**src/rtl/song_addr_seq.sv**
```systemverilog
// -----------------------------------------------------------------------------
// song_addr_seq
//   Note-ROM address sequencer. START loads the first address of song SEL and
//   plays it, advancing one address per TICK until the song's last address.
//   There it either wraps to the song's start (LOOP=1) or stops with a one-cycle
//   DONE pulse (LOOP=0).
//
// Ports
//   CLK        single clock, rising edge
//   RST        synchronous reset, active-high, overrides all other inputs
//   TICK       note-rate enable; the address only advances when high
//   START      one-cycle request to play song SEL (ignored if SEL >= N_SONGS)
//   STOP       one-cycle request to abort playback (beats START)
//   PAUSE      level; freezes the address while high
//   LOOP       level; repeat (1) or one-shot (0), sampled at song end
//   SEL        song index for START
//   ADDR       current note-ROM address (registered)
//   CUR_SEL    index of the song in play (registered)
//   BUSY       high in PLAY and PAUSED
//   DONE       one-cycle pulse when a one-shot song completes
//   DBG_STATE  FSM state for observation: 0 IDLE, 1 PLAY, 2 PAUSED, 3 FINISH
//
// Handshake: START and STOP are single-cycle strobes with no ready/backpressure.
// They act on the cycle they are sampled high. Nothing is queued, and a strobe
// held high for several cycles acts on every one of those cycles.
//
// Configuration macro: SEQ_AUTO_NEXT_EN. When it is defined, a one-shot end
// moves on to the next song (modulo N_SONGS) and stays in PLAY while pulsing
// DONE, instead of going to FINISH.
// -----------------------------------------------------------------------------
module song_addr_seq #(
  parameter int ADDR_W  = 10,
  parameter int N_SONGS = 4,
  parameter int SEL_W   = (N_SONGS > 1) ? $clog2(N_SONGS) : 1,
  parameter logic [N_SONGS*ADDR_W-1:0] SONG_START =
    {10'd501, 10'd336, 10'd139, 10'd0},
  parameter logic [N_SONGS*ADDR_W-1:0] SONG_END =
    {10'd700, 10'd500, 10'd335, 10'd138}
) (
  input  logic              CLK,
  input  logic              RST,
  input  logic              TICK,
  input  logic              START,
  input  logic              STOP,
  input  logic              PAUSE,
  input  logic              LOOP,
  input  logic [SEL_W-1:0]  SEL,
  output logic [ADDR_W-1:0] ADDR,
  output logic [SEL_W-1:0]  CUR_SEL,
  output logic              BUSY,
  output logic              DONE,
  output logic [1:0]        DBG_STATE
);

  typedef enum logic [1:0] {
    S_IDLE   = 2'd0,
    S_PLAY   = 2'd1,
    S_PAUSED = 2'd2,
    S_FINISH = 2'd3
  } state_t;

  localparam int unsigned N_SONGS_U = N_SONGS;

  state_t             state_q;
  logic [ADDR_W-1:0]  addr_q;
  logic [SEL_W-1:0]   cur_sel_q;
  logic               done_q;

  logic               sel_valid;
  logic               at_end;

  function automatic logic [ADDR_W-1:0] start_of(input int k);
    return SONG_START[k*ADDR_W +: ADDR_W];
  endfunction

  function automatic logic [ADDR_W-1:0] end_of(input int k);
    return SONG_END[k*ADDR_W +: ADDR_W];
  endfunction

  // SEL may be wider than needed, so a request for a song that does not exist
  // must be filtered out before it can index the tables.
  always_comb begin
    sel_valid = (32'(SEL) < N_SONGS_U);
    at_end    = (addr_q == end_of(int'(cur_sel_q)));
  end

`ifdef SEQ_AUTO_NEXT_EN
  logic [SEL_W-1:0] next_sel;

  always_comb begin
    next_sel = cur_sel_q + SEL_W'(1);
    if (cur_sel_q == SEL_W'(N_SONGS - 1)) next_sel = '0;
  end
`endif

  always_ff @(posedge CLK) begin
    if (RST) begin
      state_q   <= S_IDLE;
      cur_sel_q <= '0;
      addr_q    <= start_of(0);
      done_q    <= 1'b0;
    end else begin
      done_q <= 1'b0;
      if (STOP) begin
        state_q <= S_IDLE;
        addr_q  <= start_of(int'(cur_sel_q));
      end else if (START && sel_valid) begin
        state_q   <= S_PLAY;
        cur_sel_q <= SEL;
        addr_q    <= start_of(int'(SEL));
      end else if (START) begin
        // A request for a song that does not exist freezes everything for this
        // cycle, so a stray strobe cannot nudge the playback position.
        state_q <= state_q;
      end else begin
        case (state_q)
          S_PLAY: begin
            if (!PAUSE && TICK && at_end) begin
              if (LOOP) begin
                addr_q <= start_of(int'(cur_sel_q));
              end else begin
`ifdef SEQ_AUTO_NEXT_EN
                cur_sel_q <= next_sel;
                addr_q    <= start_of(int'(next_sel));
                done_q    <= 1'b1;
`else
                // The address holds at the song's end while FINISH runs.
                state_q <= S_FINISH;
                done_q  <= 1'b1;
`endif
              end
            end else if (PAUSE) begin
              state_q <= S_PAUSED;
            end else if (TICK) begin
              addr_q <= addr_q + ADDR_W'(1);
            end
          end
          // Leaving PAUSED takes one cycle. The first TICK after resuming
          // moves the address on.
          S_PAUSED: if (!PAUSE) state_q <= S_PLAY;
          S_FINISH: state_q <= S_IDLE;
          default:  state_q <= S_IDLE;
        endcase
      end
    end
  end

  assign ADDR      = addr_q;
  assign CUR_SEL   = cur_sel_q;
  assign DONE      = done_q;
  assign BUSY      = (state_q == S_PLAY) || (state_q == S_PAUSED);
  assign DBG_STATE = state_q;

endmodule

```
**config.mk**
```make
export PLATFORM = sky130hd
export DESIGN_NAME = song_addr_seq
export DESIGN_NICKNAME = d
export VERILOG_FILES = /design/src/rtl/song_addr_seq.sv
export SDC_FILE = /design/constraint.sdc
export NUM_CORES = 1
export LEC_CHECK = 0
export CORE_AREA = 3 3 51 53
export CTS_BUF_LIST = sky130_fd_sc_hd__clkbuf_8
export DETAILED_ROUTE_END_ITERATION = 10
export DIE_AREA = 0 0 54 56
export PLACE_DENSITY = 0.8
export SLEW_MARGIN = 20
export SYNTH_ARGS = -nofsm -noshare
export SYNTH_HDL_FRONTEND = slang
export SYNTH_SLANG_ARGS = --single-unit
```
**constraint.sdc**
```tcl
create_clock -name CLK -period 2.75 [get_ports CLK]
set_clock_uncertainty 0.1 [all_clocks]
set_input_delay 0.275 -clock CLK [delete_from_list [all_inputs] [get_ports CLK]]
set_output_delay 0.275 -clock CLK [all_outputs]
set_load 0.005 [all_outputs]
```
After elaboration in Yosys (flattened, before gate mapping)
Index checks and enable logic that the tools add are counted.

Add/subtract/negate cells: 1. Eq/ne operators: 11. Shifts and indexed selects: 3. Reductions and logical operators: 13. Order comparisons: 0. Divide/modulo/power cells: 0. Multiplexer cells: 14. $mul: 2. Bitwise logic cells: 3.

Operator list (number): variable part select 40 x 7 -> 10 bit, first input constant (2); 2-to-1 mux 10 bit (7); variable part select 40 x 32 -> 10 bit, first input constant (1); inequality test 4 bit, second input constant (3); adder 10 x 1 -> 10 bit, second input constant (1); == test 10 bit (1); multiplier 2 x 3 -> 5 bit, second input constant (2); inequality test 3 bit, second input constant (3); 2-to-1 mux 2 bit (4); AND reduction 3 bit (2); OR reduction 5 bit (1); inequality test 4 x 3 -> 1 bit, second input constant (1); case mux 2 bit (2 select lines) (1); AND reduction 4 bit (1); nonzero test 4 bit (1); inverter 1 bit (3); nonzero test 3 bit (1); OR reduction 3 bit (1); == test 2 x 1 -> 1 bit, second input constant (1); == test 2 bit, second input constant (1); logical AND 1 bit (2); 2-to-1 mux 1 bit (2); inequality test 2 bit, second input constant (1); AND reduction 2 bit (1); other kinds (3) (3).

Bits in latches: 0. Register bits after elaboration: 15. Memories kept: 0. ROM bits: 0. Word-level logic and storage cells: 52. Output and inout bits: 16. RAM bits: 0. Input bits: 9.

Logic depth before layout (Yosys ltp)
Depth after elaboration: 8. Depth in mapped cells: 9. Depth with buffers taken out: 8.

Worst setup path before layout
OpenSTA, ideal clock, no wires.

Path kind: reg2reg. Start point: register cur_sel_q[0] (netlist: CUR_SEL[0]). End point: register addr_q[6] (netlist: ADDR[6]). Setup slack: 0.394 ns. Buffers on the path: 1. Period minus slack after synthesis: 2.356 ns. Required time: 2.520 ns. Setup time: 0.130 ns. Arrival time: 2.127 ns. Cell stages (with the launch flop): 10. Cells stage by stage: dfxtp_1 inv_1 ha_1 xnor2_1 nand4_1 or4_4 a21oi_2 or2_2 buf_2 o211ai_1.

Longest elaborated chain between the ends: 8. Elaborated cells on any way between the ends: 14. Classes of those cells: mul (1); eq/ne (3); shift (2); mux (5); reduce/logical (3).

RTL lines: from (decl) (RTL line 66) `logic [SEL_W-1:0] cur_sel_q;`; from (signal assigned) (RTL line 99) `cur_sel_q <= '0;`; from (signal assigned) (RTL line 109) `cur_sel_q <= SEL;`; multiplier 2 x 3 -> 5 bit (*) (RTL line 73, 77); variable part select 40 x 32 -> 10 bit (RTL line 77) `return SONG_END[k*ADDR_W +: ADDR_W];`; == test 10 bit (RTL line 84) `at_end = (addr_q == end_of(int'(cur_sel_q)));`; logical AND 1 bit (RTL line 118) `if (!PAUSE && TICK && at_end) begin`; 2-to-1 mux 10 bit (RTL line 118); 2-to-1 mux 10 bit (RTL line 116) `case (state_q)`; 2-to-1 mux 10 bit (RTL line 107) `end else if (START && sel_valid) begin`; 2-to-1 mux 10 bit (RTL line 104) `if (STOP) begin`; to (signal assigned) (RTL line 106) `addr_q <= start_of(int'(cur_sel_q));`; to (signal assigned) (RTL line 110) `addr_q <= start_of(int'(SEL));`; to (signal assigned) (RTL line 120) `addr_q <= start_of(int'(cur_sel_q));`; to (decl) (RTL line 65) `logic [ADDR_W-1:0] addr_q;`.

Mark *: on every way between the ends. The rest lies on a longest branch, timed or not. The select of a mux whose other input is x is not followed. A chain may end at the register's enable or synchronous reset.

Final worst setup path
Start point: register cur_sel_q[1] (netlist: CUR_SEL[1]). End point: register addr_q[5] (netlist: ADDR[5]).

The elaborated chain is that of the path after synthesis.

==> results.md <==
- Status: finished, final reports clean
- Clock network fraction of design power: 33.3%
- # DRC: 0
- CTS Buf Count: 3
- R2R Path End: ADDR[5]$_SDFFE_PP0P_
- Startpoint types: flip-flop
- Sequential cell area: 302 um^2
- R2R setup slack: 0.20 ns
- Net Sw Frac: 29.0%
- Antenna Cells: 0
- Hold Path Class: reg2reg
- Post-synthesis sequential area ratio: 26.2%
- I/O pins: 25
- Drt via density: 6.01
- Reg-to-Reg Start: CUR_SEL[1]$_SDFFE_PP0P_
- Final WL: 3110 um
- DRT iter0 DRCs: 30
- Crit share post-route: 92.8%
- Cts hold-fix bufs: 0
- Vias: 1215
- Overall Global Routing Usage: 22.7%
- #FFs+latches synth: 15
- CTS tree: yes
- Initial antenna violation count: 0
- Clock latency on the worst-skew pair: 0.25 ns
- Crit path required time: 2.82 ns
- Area of the multi-input gates: 763 um^2
- Mapped cell area: 0.00115 mm^2
- Final Hold Fails: 0
- Seq pwr share: 44.5%
- Comb pwr share: 22.2%
- Top cells by area in the synthesized netlist: dfxtp_1, ha_1, inv_1, nor2_1, a21oi_1
- Root buf cell: clkbuf_8
- Wirelength per Cell: 15.4 um
- Syn_nets: 164
- Most common cell in the synthesized netlist: dfxtp_1
- Clock tree sinks: 15
- CTS clk-pin slew, worst paths: 0.06 ns
- GP Congestion: 0.863
- Worst Reg-to-Reg Cells: 9
- Core Util, Final: 67.3%
- Worst Path Arrival: 2.62 ns
- # setup viols final: 0
- Die width: 54 um
- Routed Antenna Nets: 0
- Max-cap violations: 0
- Slew headroom: 55.6%
- Total gr overflow: 0
- Synth area leader: dfxtp_1
- Async SR Flop Fraction: 0%
- Core Area: 0.00219 mm^2
- WHS Endpoint: DBG_STATE[0]$_SDFFE_PP0P_
- Layout cell share with drive strength beyond 1: 10.3%
- Pin count of the biggest net entering global routing: 18
- CP Max Fanout: 7
- Final Critical Period: 2.55 ns
- Hold Crit Start: DBG_STATE[0]$_SDFFE_PP0P_
- Die Y-Extent: 56 um
- H-tree levels: 1
- Worst setup margin: 0.198 ns
- Pre-CTS setup slack: 0.0916 ns
- First drt pass iteration count: 4
- Synthesized instance count: 147
- Synth Flop Type: dfxtp_1
- Pwr per Cell Area: 369 mW/mm^2
- Port bufs: 24
- Slew Limit Fails: 0
- P&R area growth vs syn: 28.6%
- Critical path capture point type: flip-flop
- Net count, final: 192
- Int Pwr: 0.387 mW
- Post-synth EDFFs: 0
- Crit Path Class: reg2reg
- Synth top cells by count: dfxtp_1, inv_1, nor2_1
- Initial Utilization: 52.4%
- Die ar.: 0.00302 mm^2
- Hold Path Cell Cnt: 2
- Setup TNS: 0 ns
- RSZ-0062 raised after global routing: false
- YS warnings: 0
- Fill cells: 190
- Measured slew at the worst slew-check pin: 0.665 ns
- CTS Buffer Depth: 2
- Avg Cell Area, Syn: 7.81 um^2
- Worst vdd ir: 431 uV
- Post-synth top area share: 26.2%
- Netlist cell types: 41
- NetSw: 0.158 mW
- Highest clock rate: 392 MHz
- Dpl hpwl: 2330 um
- Vias in the first global route: 1188
- Leakage: 0.516 nW
- Row count: 17
- Global-route wire length before repair: 5300 um
==> final cells by class <==
cell class,instances,share of cell area (%)
flip-flops and latches,15,20.4
well taps,28,2.37
clock buffers,3,2.80
inverters,14,3.56
multi-input cells,112,51.7
clock inverters,1,0.254
repair buffers,29,18.8
==> flip-flops by register name, indices dropped and copies added, names as in the netlist <==
name,count
ADDR,10
CUR_SEL,2
DBG_STATE,2
DONE,1
==> worst max-delay path by stage <==
stage	from	to	slack [ns]	cells after the start
finish	CUR_SEL[1]$_SDFFE_PP0P_	ADDR[5]$_SDFFE_PP0P_	0.20	9
global route	CUR_SEL[1]$_SDFFE_PP0P_	ADDR[5]$_SDFFE_PP0P_	0.05	9
CTS	CUR_SEL[1]$_SDFFE_PP0P_	ADDR[5]$_SDFFE_PP0P_	0.07	9
detailed placement	CUR_SEL[1]$_SDFFE_PP0P_	ADDR[5]$_SDFFE_PP0P_	0.09	9
global placement	CUR_SEL[1]$_SDFFE_PP0P_	ADDR[5]$_SDFFE_PP0P_	0.22	9
floorplan	CUR_SEL[0]$_SDFFE_PP0P_	ADDR[6]$_SDFFE_PP0P_	0.39	9
==> worst max-delay path, cell delays in order, from the launching register on <==
cell and delay [ns]:
dfxtp_2 0.38, inv_1 0.12, ha_1 0.34, xnor2_1 0.14, nand4_1 0.15, or4_4 0.52
a21oi_4 0.25, buf_4 0.18, a21oi_1 0.05, o32ai_2 0.23
==> per-layer routing <==
metal	wire length (um)	track usage, %	part of all wire [%]	vias to the layer above
li1	-	-	-	588
met1	1380	29.7	44	585
met2	1550	37.0	50	40
met3	164	5.90	5.3	2
met4	12	3.91	0.39	0
met5	0	0	0	-
==> placed cells by master, fill, tap and decap left out, types with 2 or more instances in the layout <==
master and instances:
a211oi_1 2, a21oi_1 9, a221oi_1 3, a22oi_1 3
a31oi_1 2, and2_1 3, buf_4 5, clkbuf_8 3
clkdlybuf4s50_1 24, dfxtp_1 14, ha_1 8, inv_1 15
nand2_1 8, nand3_1 7, nand4_1 6, nor2_1 13
nor2b_1 3, nor3_1 5, o2111ai_1 2, o211ai_1 3
o21ai_0 6, o32ai_2 2, or2_2 3, xnor2_1 5
xor2_1 3
==> timing repair <==
action                                  CTS  global route
endpoints found under the setup margin    0             8
setup buffers                             0             0
gates resized for setup                   0             2
==> logic make-up (layout without fill, tap and decap cells) <==
group	Yosys count	count (layout)	synth area share [%]
fa+ha+maj	8	8	8.72
mux	1	1	0.872
xor+xnor	8	8	6.11
compound gates	38	38	23.7
flops	15	15	26.2
buf+inv	20	47	7.96
simple gates	57	57	26.5
==> power by group through the flow <==
| stage | sequential, mW | combinational [mW] | clock [mW] |
|---|---|---|---|
| after detailed placement | 0.246 | 0.119 | 0 |
| after CTS | 0.242 | 0.120 | 0.179 |
| after global placement | 0.245 | 0.115 | 0 |
| final | 0.242 | 0.121 | 0.181 |
| after floorplan | 0.244 | 0.0689 | 0 |
| after global routing | 0.244 | 0.133 | 0.192 |
==> per-stage QoR <==
step	hold WS [ns]	area, um^2	power (mW)	cells
after global placement	0.426	1420	0.361	198
final	0.451	1480	0.545	202
after global routing	0.506	1480	0.568	202
after floorplan	0.314	1150	0.313	147
after detailed placement	0.435	1420	0.365	198
after CTS	0.450	1470	0.541	202
(Power assumes the default switching activity.)
